[src/rtl/fw_mem_responder.sv]
// Firmware-SRAM read responder for the crypto engine's mem_* port.
// Shares the SRAM with the CPU: the CPU wins arbitration until starvation forces a stall.
module fw_mem_responder #(
  parameter logic [31:0] ADDR_BASE    = 32'h0000_0000,
  parameter logic [31:0] ADDR_SIZE    = 32'h0001_0000,
  parameter int          RD_LATENCY   = 1,
  parameter int          STARVE_LIMIT = 4,
  localparam int         AW           = $clog2(ADDR_SIZE / 4)
) (
  input  logic          clk,
  input  logic          rst_n,
  input  logic [31:0]   req_addr,
  input  logic          req_valid,
  output logic [31:0]   rsp_rdata,
  output logic          rsp_ready,
  output logic          rsp_err,
  input  logic          cpu_busy,
  output logic          cpu_stall,
  output logic          sram_en,
  output logic [AW-1:0] sram_addr,
  input  logic [31:0]   sram_rdata,
  output logic          busy,
  output logic [2:0]    dbg_state
);

  // Handshake: req_valid is held with a stable address until the one-cycle
  // rsp_ready strobe; the initiator then drops req_valid for at least one
  // cycle before the next request. rsp_err qualifies rsp_ready.

  typedef enum logic [2:0] {
    S_IDLE = 3'd0,
    S_ARB  = 3'd1,
    S_WAIT = 3'd2,
    S_RESP = 3'd3,
    S_ERR  = 3'd4,
    S_DONE = 3'd5
  } state_t;

  localparam logic [1:0] LAT_LAST  = 2'(RD_LATENCY - 1);
  localparam logic [3:0] STARVE_LIM = 4'(STARVE_LIMIT);

  state_t        r_state;
  logic [AW-1:0] r_word;
  logic [1:0]    r_lat_cnt;
  logic [3:0]    r_starve;

  logic [32:0]   w_off;
  logic          w_addr_ok;
  logic [3:0]    w_starve_inc;

  // The 33rd bit catches addresses below the base and wrap-around.
  assign w_off        = {1'b0, req_addr} - {1'b0, ADDR_BASE};
  assign w_addr_ok    = (req_addr[1:0] == 2'b00) && !w_off[32] && (w_off[31:0] < ADDR_SIZE);
  assign w_starve_inc = (r_starve == 4'hF) ? r_starve : r_starve + 4'd1;

  // An aborting request must not issue a read in its final ARB cycle.
  assign sram_en   = (r_state == S_ARB) && req_valid && !cpu_busy;
  assign sram_addr = r_word;
  assign busy      = (r_state != S_IDLE);
  assign dbg_state = r_state;

  always_ff @(posedge clk or negedge rst_n) begin
    if (!rst_n) begin
      r_state   <= S_IDLE;
      r_word    <= '0;
      r_lat_cnt <= '0;
      r_starve  <= '0;
      rsp_rdata <= '0;
      rsp_ready <= 1'b0;
      rsp_err   <= 1'b0;
      cpu_stall <= 1'b0;
    end else begin
      case (r_state)
        S_IDLE: begin
          if (req_valid) begin
            r_word <= w_off[AW+1:2];
            if (w_addr_ok) begin
              r_state <= S_ARB;
            end else begin
              r_state   <= S_ERR;
              rsp_ready <= 1'b1;
              rsp_err   <= 1'b1;
              rsp_rdata <= '0;
            end
          end
        end
        S_ARB: begin
          if (!req_valid) begin
            r_state   <= S_IDLE;
            r_starve  <= '0;
            cpu_stall <= 1'b0;
          end else if (!cpu_busy) begin
            r_state   <= S_WAIT;
            r_lat_cnt <= '0;
            r_starve  <= '0;
            cpu_stall <= 1'b0;
          end else begin
            r_starve <= w_starve_inc;
            if (w_starve_inc >= STARVE_LIM) cpu_stall <= 1'b1;
          end
        end
        S_WAIT: begin
          if (r_lat_cnt == LAT_LAST) begin
            r_lat_cnt <= '0;
            if (req_valid) begin
              r_state   <= S_RESP;
              rsp_rdata <= sram_rdata;
              rsp_ready <= 1'b1;
              rsp_err   <= 1'b0;
            end else begin
              r_state <= S_IDLE;
            end
          end else begin
            r_lat_cnt <= r_lat_cnt + 2'd1;
          end
        end
        S_RESP: begin
          rsp_ready <= 1'b0;
          r_state   <= S_DONE;
        end
        S_ERR: begin
          rsp_ready <= 1'b0;
          rsp_err   <= 1'b0;
          r_state   <= S_DONE;
        end
        S_DONE: begin
          if (!req_valid) r_state <= S_IDLE;
        end
        default: r_state <= S_IDLE;
      endcase
    end
  end

endmodule

[config.mk]
export PLATFORM = sky130hd
export DESIGN_NAME = fw_mem_responder
export DESIGN_NICKNAME = d
export VERILOG_FILES = /design/src/rtl/fw_mem_responder.sv
export SDC_FILE = /design/constraint.sdc
export NUM_CORES = 1
export LEC_CHECK = 0
export ABC_AREA = 1
export BUFFER_PORTS_ARGS = -buffer_cell sky130_fd_sc_hd__buf_4
export CAP_MARGIN = 5
export CORE_UTILIZATION = 48
export CTS_CLUSTER_DIAMETER = 40
export DETAILED_ROUTE_END_ITERATION = 8
export PLACE_DENSITY = 0.8
export SYNTH_ARGS = -nofsm -noshare
export SYNTH_HDL_FRONTEND = slang
export SYNTH_SLANG_ARGS = --single-unit
export TNS_END_PERCENT = 10
[constraint.sdc]
create_clock -name clk -period 1.75 [get_ports clk]
set_input_delay 0.35 -clock clk [delete_from_list [all_inputs] [get_ports clk]]
set_output_delay 0.35 -clock clk [all_outputs]
set_load 0.05 [all_outputs]
==> metrics.yaml <==
synth:
  ys_seq_area_frac: 0.493
  netlist_area_um2: 2940
  avgSynthCellArea_um2: 8.24
  synth.distinct_cells: 28
  synth.top_cell.area_share: 0.493
  syn_nets: 428
  synth.area.top_cells: "dfrtp_1 49%, nand2_1 12%, nand4_1 7.0%"
  synth-seq-cells: 58
  ys_warn_count: 0
  synth_largest_area_cell: "dfrtp_1"
  synthCells: 357
power_and_ir_drop:
  seq_power_share: 0.277
  leakagePower_nw: 2.40
  ir_worst_vdd_uv: 1090
  pwr-share-comb: 0.503
  pwr-share-clk: 0.220
  finalPower_mw: 6.94
  swShare: 0.455
  p_per_area_nw_per_um2: 1630
  power.switching_mw: 3.16
  internal_power_mw: 3.78
setup_path:
  arrival_ns: 1.33
  cp_slowest_stage_delay_ns: 0.47
  startpoint_type: "register"
  crit_chain: "nor2_2 > nand2_1 > nor2_4 > buf_8"
  critical_path_required_ns: 1.40
  crit_path_end_kind: "output port"
  worstPathMaxFanout: 8
  critPathSlowestCell: "dfrtp_2"
  crit_family: "flip-flops"
  critical_path_buf_inv_count: 1
  setup.worst_path.class: "register to output port"
clock_tree:
  cts-root-buf: "clkbuf_8"
  cts-htree-levels: 3
  cts_made_buffers: 9
  path_clk_slew_ns: 0.07
  clk_latency_ns: 0.32
  cts_tree: "done"
  cts_buffer_depth: 2
  cts_sinks: 58
sta:
  fmax_ghz: 0.595
  max_slew_margin: 0.725
  finalHoldViolCount: 0
  setup_viol: 0
  fin_crit_ns: 1.68
  holdWs_ns: 0.242
  rsz0062_at_grt: "true"
  skew_ns: 0.00319
  drv_slew: 0
  finalSetupTns_ns: 0
  tightest_slew_ns: 0.412
  finalCritPeriodShare: 0.960
layout:
  n_antenna_cell: 0
  fillCellCount: 458
  finalNetCount: 556
  fin_util: 0.718
  syn2layout_area_growth_pct: 44.5
  fin_cells: 565
  drive_above_1_share: 0.369
flow_run:
  max_cap_viol_count: 0
floorplanning:
  io_pins: 122
  core_area_um2: 5920
  dieArea_um2: 6450
  dieHeight_um: 80.3
  die_w_um: 80.3
  rows: 28
  start_util: 0.497
route:
  drtIter0Drc: 167
  drc: 0
  vias: 2867
  wl_per_cell_um: 13.8
  drt-total-wl_um: 7780
  via_per_inst: 5.07
  firstDrtPassIters: 4
  ant_nets: 0
place:
  gp_congestion: 0.817
  post-place-cells: 541
  port-buffer-count: 121
  dp_hpwl_um: 5220
worst_hold_path:
  hp-class: "primary input to register"
run_status:
  status: "complete, no violations"
grt:
  grt_pass1_vias: 2632
  antenna_found_initial: 0
  grt_max_degree: 38
  grt-ovfl-total: 0
  grt_usage: 0.247
  grt_pass1_wl_um: 12100
sequential cells by signal (all words and copies together), names as in the netlist:
register	flops
cpu_stall	1
rsp_ready	1
r_lat_cnt	2
dbg_state	3
r_starve	4
rsp_err	1
sram_addr	14
rsp_rdata	32
synthesized netlist by cell type (all sizes together):
cell type and instances:
a21boi 1, a21oi 5, and2 1, buf 15
clkbuf 3, dfrtp 58, ha 3, inv 47
mux2 14, nand2 96, nand3 10, nand4 34
nor2 53, nor3 1, o211ai 1, o21a 1
o21ai 8, o22ai 2, or2 4
worst register-to-register path, stage by stage, from the launching register on:
cell and delay [ns]:
dfrtp_2 0.42, inv_1 0.16, nand3_1 0.14, buf_6 0.22, inv_1 0.19, nor2_1 0.08
nor2_1 0.15, nand3_1 0.09, nand2_1 0.07, nand2_1 0.04
path summary, 6_finish.rpt:
kind | slack [ns] | endpoint | startpoint | cells past startpoint
max in group asynchronous | 0.77 | sram_addr[6] | rst_n | 3
setup reg to reg | 0.08 | rsp_err | dbg_state[0] | 9
setup / recovery | 0.07 | sram_en | dbg_state[1] | 4
hold / removal | 0.24 | sram_addr[4] | req_addr[6] | 2
hold reg to reg | 0.48 | rsp_rdata[9] | rsp_rdata[9] | 2
min in group asynchronous | 0.50 | rsp_rdata[12] | rst_n | 2
power by group through the flow:
stage | registers, mW | clock network, mW | logic [mW]
finish | 1.92 | 1.53 | 3.49
global route | 1.96 | 1.63 | 3.72
CTS | 1.93 | 1.55 | 3.35
detailed placement | 1.96 | 0 | 3.27
global placement | 1.95 | 0 | 3.22
floorplan | 3.03 | 0 | 1.32
per-layer routing:
layer	GRT usage	up-vias	part of all wire
met3	0.0341	13	0.063
li1	-	1394	-
met5	0	-	0
met4	0.100	0	0.014
met2	0.420	109	0.52
met1	0.317	1351	0.41
cell type report:
| type | instances | area [um2] | area share |
|---|---|---|---|
| sequential | 58 | 1460 | 0.342 |
| multi-input combinational | 235 | 1240 | 0.291 |
| inverter | 47 | 176 | 0.0415 |
| timing repair buffer | 134 | 1040 | 0.244 |
| clock buffer | 10 | 138 | 0.0324 |
| tap | 75 | 93.8 | 0.0221 |
| clock inverter | 6 | 114 | 0.0268 |
kinds of logic after synthesis:
kind of cell    Yosys count  synth area share
flops                    58             0.493
buf+inv                  65            0.0978
simple gates            199             0.309
compound gates           18            0.0340
mux                      14            0.0536
fa+ha+maj                 3            0.0128
stage by stage:
stage / worst slack, ns / instance area (um2)
4_1_cts: 0.0127 / 4190
6_report: 0.0704 / 4250
5_1_grt: -0.0406 / 4250
3_5_place_dp: 0.0901 / 3900
3_3_place_gp: 0.133 / 3900
2_1_floorplan: 0.00453 / 2950
what timing repair did:
action | in CTS | in global routing
gates resized for setup | 2 | 6
endpoints found under the setup margin | 1 | 36
hold buffers | 1 | 0
pin swaps | 0 | 1
hold endpoints to repair | 29 | 0
setup buffers | 2 | 4
cloned | 0 | 1
cell usage in the layout, fill, tap and decap left out, drive strengths merged:
cell / instances
dlygate4sd3: 1
mux2: 14
o21a: 1
clkbuf: 10
dfrtp: 58
nor2: 53
nand3: 11
clkinv: 1
nand2: 96
a21oi: 5
ha: 3
inv: 47
bufinv: 3
o21ai: 8
o211ai: 1
buf: 133
a21boi: 1
o22ai: 2
nor3: 1
clkinvlp: 2
nand4: 34
or2: 4
and2: 1
Note: power is estimated with default switching activity, not from simulation.
